## src/rtl/pipe_ctrl.sv

```systemverilog
// Pipeline hazard controller: combines flush, memory wait-states, multi-cycle EX
// operations and ID load-use requests into one prioritised stage-hold vector.
module pipe_ctrl #(
    parameter int MEM_TIMEOUT = 255
) (
    input  logic        clk,
    input  logic        rst,
    input  logic        stallreq_from_id,
    input  logic        ex_mc_start,
    input  logic [5:0]  ex_mc_cycles,
    input  logic        mem_req,
    input  logic        mem_ack,
    input  logic        flush_req,
    output logic [5:0]  stall,
    output logic        flush,
    output logic        ex_mc_done,
    output logic        mem_timeout,
    output logic [15:0] stall_cycles
);

    localparam logic [7:0] TMO = 8'(MEM_TIMEOUT);

    typedef enum logic {M_IDLE, M_WAIT} mstate_t;

    mstate_t    mstate;
    logic [7:0] wait_cnt;
    logic [5:0] ex_cnt;
    logic       mem_stall;
    logic       mem_abort;
    logic       ex_accept;
    logic       ex_busy;

    always_comb begin
        mem_stall = 1'b0;
        mem_abort = 1'b0;
        case (mstate)
            M_IDLE: mem_stall = mem_req && !mem_ack;
            M_WAIT: begin
                mem_stall = !mem_ack && (wait_cnt != TMO);
                mem_abort = !mem_ack && (wait_cnt == TMO);
            end
            default: ;
        endcase
    end

    // stall[3] can only come from MEM while EX is idle, so the acceptance
    // test uses mem_stall directly and avoids a loop through ex_busy.
    assign ex_accept = ex_mc_start && (ex_cnt == 6'd0) && !mem_stall && !flush_req && !rst;
    assign ex_busy   = ex_accept || (ex_cnt > 6'd1);

    always_comb begin
        stall = 6'b000000;
        if (!rst && !flush_req) begin
            if (mem_stall)             stall = 6'b011111;
            else if (ex_busy)          stall = 6'b001111;
            else if (stallreq_from_id) stall = 6'b000111;
        end
    end

    assign flush       = flush_req && !rst;
    assign ex_mc_done  = (ex_cnt == 6'd1) && !flush_req && !rst;
    assign mem_timeout = mem_abort && !flush_req && !rst;

    always_ff @(posedge clk) begin
        if (rst) begin
            ex_cnt       <= 6'd0;
            mstate       <= M_IDLE;
            wait_cnt     <= 8'd0;
            stall_cycles <= 16'd0;
        end else begin
            if ((stall != 6'b000000) && (stall_cycles != 16'hFFFF))
                stall_cycles <= stall_cycles + 16'd1;

            if (flush_req) begin
                ex_cnt   <= 6'd0;
                mstate   <= M_IDLE;
                wait_cnt <= 8'd0;
            end else begin
                if (ex_accept)
                    ex_cnt <= (ex_mc_cycles == 6'd0) ? 6'd1 : ex_mc_cycles;
                else if (ex_cnt != 6'd0)
                    ex_cnt <= ex_cnt - 6'd1;

                case (mstate)
                    M_IDLE: begin
                        if (mem_req && !mem_ack) begin
                            mstate   <= M_WAIT;
                            wait_cnt <= 8'd1;
                        end
                    end
                    M_WAIT: begin
                        if (mem_ack || mem_abort) begin
                            mstate   <= M_IDLE;
                            wait_cnt <= 8'd0;
                        end else begin
                            wait_cnt <= wait_cnt + 8'd1;
                        end
                    end
                    default: mstate <= M_IDLE;
                endcase
            end
        end
    end

endmodule

```

## config.mk

```make
export PLATFORM = sky130hd
export DESIGN_NAME = pipe_ctrl
export DESIGN_NICKNAME = d
export VERILOG_FILES = /design/src/rtl/pipe_ctrl.sv
export SDC_FILE = /design/constraint.sdc
export NUM_CORES = 1
export LEC_CHECK = 0
export BUFFER_PORTS_ARGS = -buffer_cell sky130_fd_sc_hd__buf_2
export CORE_MARGIN = 2
export CORE_UTILIZATION = 35
export DETAILED_ROUTE_END_ITERATION = 10
export HOLD_SLACK_MARGIN = 0.12
export MAX_ROUTING_LAYER = met4
export PLACE_DENSITY_LB_ADDON = 0.25
export SYNTH_ARGS = -nofsm -noshare
export SYNTH_HDL_FRONTEND = slang
export SYNTH_SLANG_ARGS = --single-unit
```

## constraint.sdc

```tcl
create_clock -name clk -period 2.9 [get_ports clk]
set_input_delay 0 -clock clk [delete_from_list [all_inputs] [get_ports clk]]
set_output_delay 0 -clock clk [all_outputs]
set_load 0.02 [all_outputs]
```

==> impl_metrics.toml, run 1 <==
[run_status]
status = "complete, no violations"

[synth]
synth-edff-count = 0
synth_flop_cell = "dfxtp_1"
avgSynthCellArea_sq_um = 8.38
ys_ff_latch = 31
yosysUniqueCellTypes = 52
postSynthCellCount = 211
yosysWarnings = 0
synth_compound_area_frac = 0.239
async_flop_share = 0
synthAdderAreaFrac = 0.0354
synthXorXnorAreaFrac = 0.0248
syn_area_sq_um = 1770
synth_top_family_by_area = "simple AND/OR/NAND/NOR gates"
synth-simple-area-share = 0.299
synthMuxAreaShare = 0.0120
ys_seq_area_frac = 0.351
synth_fp_nets = 229

[cts]
cts.sinks = 31
path_clk_slew_ns = 0.07
numCtsBuffers = 5
clock_latency_ns = 0.29
cts_tree = "built"
ctsRootBufferMaster = "clkbuf_8"
cts_setup_buffers = 0
cts_buffer_depth = 2
cts.htree.levels = 2

[finish]
synthToLayoutAreaGrowth_pct = 23.9
layout-drive-gt1-share = 0.220
antennaDiodeCount = 0
seq_area_sq_um = 621
nets = 272
nFillCells = 495
multiInputGateArea_sq_um = 1080
finalInstanceArea_sq_um = 2190

[worst_setup_path]
end_kind = "flop"
crit_start = "wait_cnt[0]"
r2r_setup_slack_ns = 0.60
critPathArrivalTime_ns = 2.51
reg2reg_depth = 6
r2r-end = "stall_cycles[14]"
path_class = "flop to flop"
cp.required_ns = 3.12
r2r_start = "wait_cnt[0]"
crit_path_start_kind = "flop"
crit_path_end = "stall_cycles[14]"
path_max_fanout = 10

[sta]
tns_ns = 0
finalCritPeriodShare = 0.792
final-setup-viol-count = 0
fin_skew_ns = 0.00610
hold_viol_final = 0
worstMarginPinSlew_ns = 0.604
max_freq_mhz = 436
min_period_ns = 2.30
slew_headroom = 0.598
rsz0062_at_grt = "no"
drv_slew = 0

[floorplan]
die_area_sq_um = 5640
start_util = 0.369
ios = 38
fp.dieH_microns = 75.1
rows = 25
core_area_sq_um = 4790
die_w_microns = 75.1

[grt]
grt_max_degree = 23
antenna_found_initial = 0
grt-ovfl-total = 0
grt_pass1_wl_microns = 6820
grt_pass1_vias = 1515
grt.total_usage = 0.163

[pwr]
power_density_nw_per_um2 = 730
ir_drop_uv = 355
p_leak_uw = 0.000850

[placement]
placed_cell_area_sq_um = 1990
place_hpwl_microns = 2920
port_buffers = 36
gp_congestion = 0.804

[job]
drv_cap = 0

[route]
via_per_inst = 5.29
drt_iter0_markers = 87
drt-pass1-iter-count = 4
wl_per_cell_microns = 12.9
wl_microns = 4170
drc_errors = 0
ant_nets = 0
vias = 1703

[min_path]
hold_depth = 4
hold_start = "mem_ack"
hold_class = "primary input to flop"
worst max-delay path, stage by stage, from the launching register on:
cell	delay (ns)
dfxtp_1	0.33
ha_1	0.23
and3_1	0.28
a311oi_4	0.45
o2111ai_4	0.24
or4_1	0.55
a21oi_1	0.15
layer usage:
metal	wire length, microns	GRT usage	share of wire	up-vias
li1	-	-	-	874
met1	2070	0.216	0.50	778
met2	1800	0.239	0.43	44
met3	224	0.0375	0.054	7
met4	72	0.0655	0.017	0
met5	0	-	0	-
cell usage in the layout (no fill, tap or decap), types with 5 or more instances in the layout:
master	n
nor2b_1	5
or3_1	6
dfxtp_1	31
clkbuf_8	6
nor2_1	20
nand3_1	7
ha_1	5
nand2_1	14
o21ai_0	9
inv_1	5
dlygate4sd3_1	8
a21oi_1	21
or4_1	5
nand2b_1	7
a311oi_1	5
buf_2	36
and3_1	6
cells in the mapped netlist (2+ instances only):
master | number | area (sq um)
buf_4 | 3 | 22.5
nand4_1 | 4 | 25.0
ha_1 | 5 | 62.6
o31ai_1 | 4 | 30.0
nand2_1 | 14 | 52.6
nor3_1 | 3 | 15.0
o21ai_0 | 9 | 45.0
a21oi_1 | 21 | 105
inv_1 | 5 | 18.8
nor2_1 | 20 | 75.1
or3_1 | 6 | 37.5
a311oi_1 | 5 | 43.8
and3_1 | 6 | 37.5
clkbuf_1 | 5 | 18.8
or4_1 | 5 | 37.5
and4_1 | 4 | 35.0
nand3_1 | 7 | 35.0
nor4_1 | 2 | 12.5
xnor2_1 | 4 | 35.0
or2_2 | 2 | 12.5
a22oi_1 | 3 | 22.5
a41oi_1 | 2 | 17.5
nand2b_1 | 7 | 43.8
a211oi_1 | 3 | 22.5
nor2b_1 | 5 | 31.3
dfxtp_1 | 31 | 621
timing repair:
action                                 CTS  global route
resized for setup                        0             0
hold buffers                             8             0
endpoints found under the hold margin   11             0
kinds of logic after synthesis:
group	count (synthesis)
AOI/OAI and AO/OA	59
xor gates and xnor gates	5
adders and majority gates	5
buffers and inverters	14
DFF	31
muxes	2
other	1
and+or+nand+nor	94
through the flow:
stage	power, uW	util	instances	setup slack (ns)	hold WS [ns]
6_report	1600	0.458	322	0.604	0.152
5_1_grt	1720	0.458	322	0.449	0.168
4_1_cts	1620	0.458	322	0.586	0.143
3_5_place_dp	1160	0.416	306	0.640	0.262
3_3_place_gp	1150	0.416	306	0.658	0.260
2_1_floorplan	1020	-	211	0.797	0.136
worst min-delay path by stage:
stage | endpoint
after CTS | ex_cnt[5]
after global routing | ex_cnt[5]
after global placement | ex_cnt[5]
after floorplan | ex_cnt[5]
final | wait_cnt[0]
after detailed placement | ex_cnt[5]
cell type report:
cell class	instances	share of cell area
sequential	31	0.283
timing repair buffer	45	0.122
inverter	5	0.00857
multi-input combinational	166	0.494
clock buffer	6	0.0377
tap	67	0.0383
clock inverter	2	0.0160
report_power, final:
part	internal, uW	switching, uW	total [uW]
Sequential	469	48.0	517
Clock	278	171	449
Combinational	282	352	634
Total	1030	571	1600
flip-flops by register name, summed over array words and instances (netlist names):
signal and cells:
stall_cycles 16, wait_cnt 8, ex_cnt 6, mstate 1
Note: power is estimated with default switching activity, not from simulation.
==> run 2: changes to the inputs <==
- clock period: 2.9 -> 2.4 ns (I/O delays scaled with it)
==> impl_metrics.toml, run 2 (same netlist as run 1, synthesis figures left out) <==
[floorplan]
start_util = 0.369
die_area_sq_um = 5640
ios = 38
rows = 25
die_w_microns = 75.1
core_area_sq_um = 4790
fp.dieH_microns = 75.1

[job]
drv_cap = 0

[finish]
antennaDiodeCount = 0
largest_reg_flops = 16
top_register = "stall_cycles"
reg.largest.list = "stall_cycles: 16 flops, wait_cnt: 8 flops, ex_cnt: 6 flops"
nets = 274
layout-drive-gt1-share = 0.226
layout_common_cells = "buf_2, dfxtp_1, a21oi_1, nor2_1, nand2_1"
layout_commonest_cell = "buf_2"
stdcell_count = 324
postLayoutCoreUtil = 0.461
synthToLayoutAreaGrowth_pct = 24.8

[sta]
finalCritPeriodShare = 0.920
final-setup-viol-count = 0
worstMarginPinSlew_ns = 0.600
slew_headroom = 0.600
tns_ns = 0
fin_skew_ns = 0.00809
min_period_ns = 2.21
hold_viol_final = 0
max_freq_mhz = 453
rsz0062_at_grt = "no"
drv_slew = 0

[grt]
grt_pass1_vias = 1551
antenna_found_initial = 0
grt_max_degree = 23
grt.total_usage = 0.162
grt-ovfl-total = 0
grt_pass1_wl_microns = 6910

[pwr]
power_density_nw_per_um2 = 879
ir_drop_uv = 326
finalPower_uw = 1940
p_leak_uw = 0.000860

[cts]
clock_latency_ns = 0.29
cts_buffer_depth = 2
numCtsBuffers = 5
cts_tree = "built"
cts.htree.levels = 2
ctsRootBufferMaster = "clkbuf_8"
path_clk_slew_ns = 0.07
cts.sinks = 31

[worst_setup_path]
critPathArrivalTime_ns = 2.42
end_kind = "flop"
slowest_stage = "or4_1"
path_max_fanout = 10
crit_path_start_kind = "flop"
path_buf_inv = 0
slowest_delay_ns = 0.55
crit_family = "simple AND/OR/NAND/NOR gates"
cp.required_ns = 2.62
crit_chain = "ha_1, and3_1, a311oi_4, o2111ai_4, or4_1, a21oi_1"
path_class = "flop to flop"

[route]
drc_errors = 0
drt_iter0_markers = 108
via_per_inst = 5.35
wl_per_cell_microns = 13.0
drt-pass1-iter-count = 4
ant_nets = 0
vias = 1733
wl_microns = 4200

[placement]
place_hpwl_microns = 2960
port_buffers = 36
gp_congestion = 0.813
place_inst = 307

[min_path]
hold_class = "primary input to flop"

[run_status]
status = "complete, no violations"
-- run 2: cell count changes in the layout (fill, tap and decap cells not counted), sizes merged --
cell	previous run	this run
buf	37	39
-- run 2: timing repair --
action,4_1_cts,5_1_grt
hold buffers,8,0
endpoints found under the setup margin,0,2
gates resized for setup,0,0
endpoints found under the hold margin,11,0
setup buffers,0,1
-- run 2: stage by stage --
stage                     hold slack, ns  instance area [sq um]  worst slack, ns
after global routing               0.174                   2210           0.0150
after CTS                          0.146                   2200           0.0848
after floorplan                    0.136                   1770            0.297
after detailed placement           0.260                   2000            0.122
final                              0.156                   2210            0.193
after global placement             0.260                   2000            0.165
-- run 2: path summary, 6_finish.rpt --
check | start | end | slack, ns | cells past startpoint
setup / recovery | wait_cnt[0] | stall_cycles[14] | 0.19 | 6
hold reg to reg | wait_cnt[7] | wait_cnt[7] | 0.48 | 1
hold / removal | ex_mc_start | ex_cnt[5] | 0.16 | 5
setup reg to reg | wait_cnt[0] | stall_cycles[14] | 0.19 | 6
-- run 2: tightest hold or removal path: cells and delay by family --
kind / cells / cell delay [ns]
compound gates: 1 / 0.05
buf+inv: 1 / 0.12
simple gates: 3 / 0.22
-- run 2: report_power, final --
group	leakage, uW	switching (uW)	internal [uW]	total, uW
logic	0.000549	428	343	771
clock network	0.0000612	207	336	542
registers	0.000251	57.9	566	624
-- run 2: final cells by class --
type                            count  area, sq um
Fill cell                         499         2580
Tap cell                           67         83.8
Inverter                            5         18.8
Clock inverter                      2         35.0
Multi-Input combinational cell    166         1080
Sequential cell                    31          621
Timing Repair Buffer               47          283
Clock buffer                        6         82.6
-- run 2: layer usage --
metal / track usage / wire, microns / vias up
li1: - / - / 879
met1: 0.221 / 2140 / 801
met2: 0.227 / 1770 / 45
met3: 0.0402 / 218 / 8
met4: 0.0694 / 68 / 0
met5: - / 0 / -
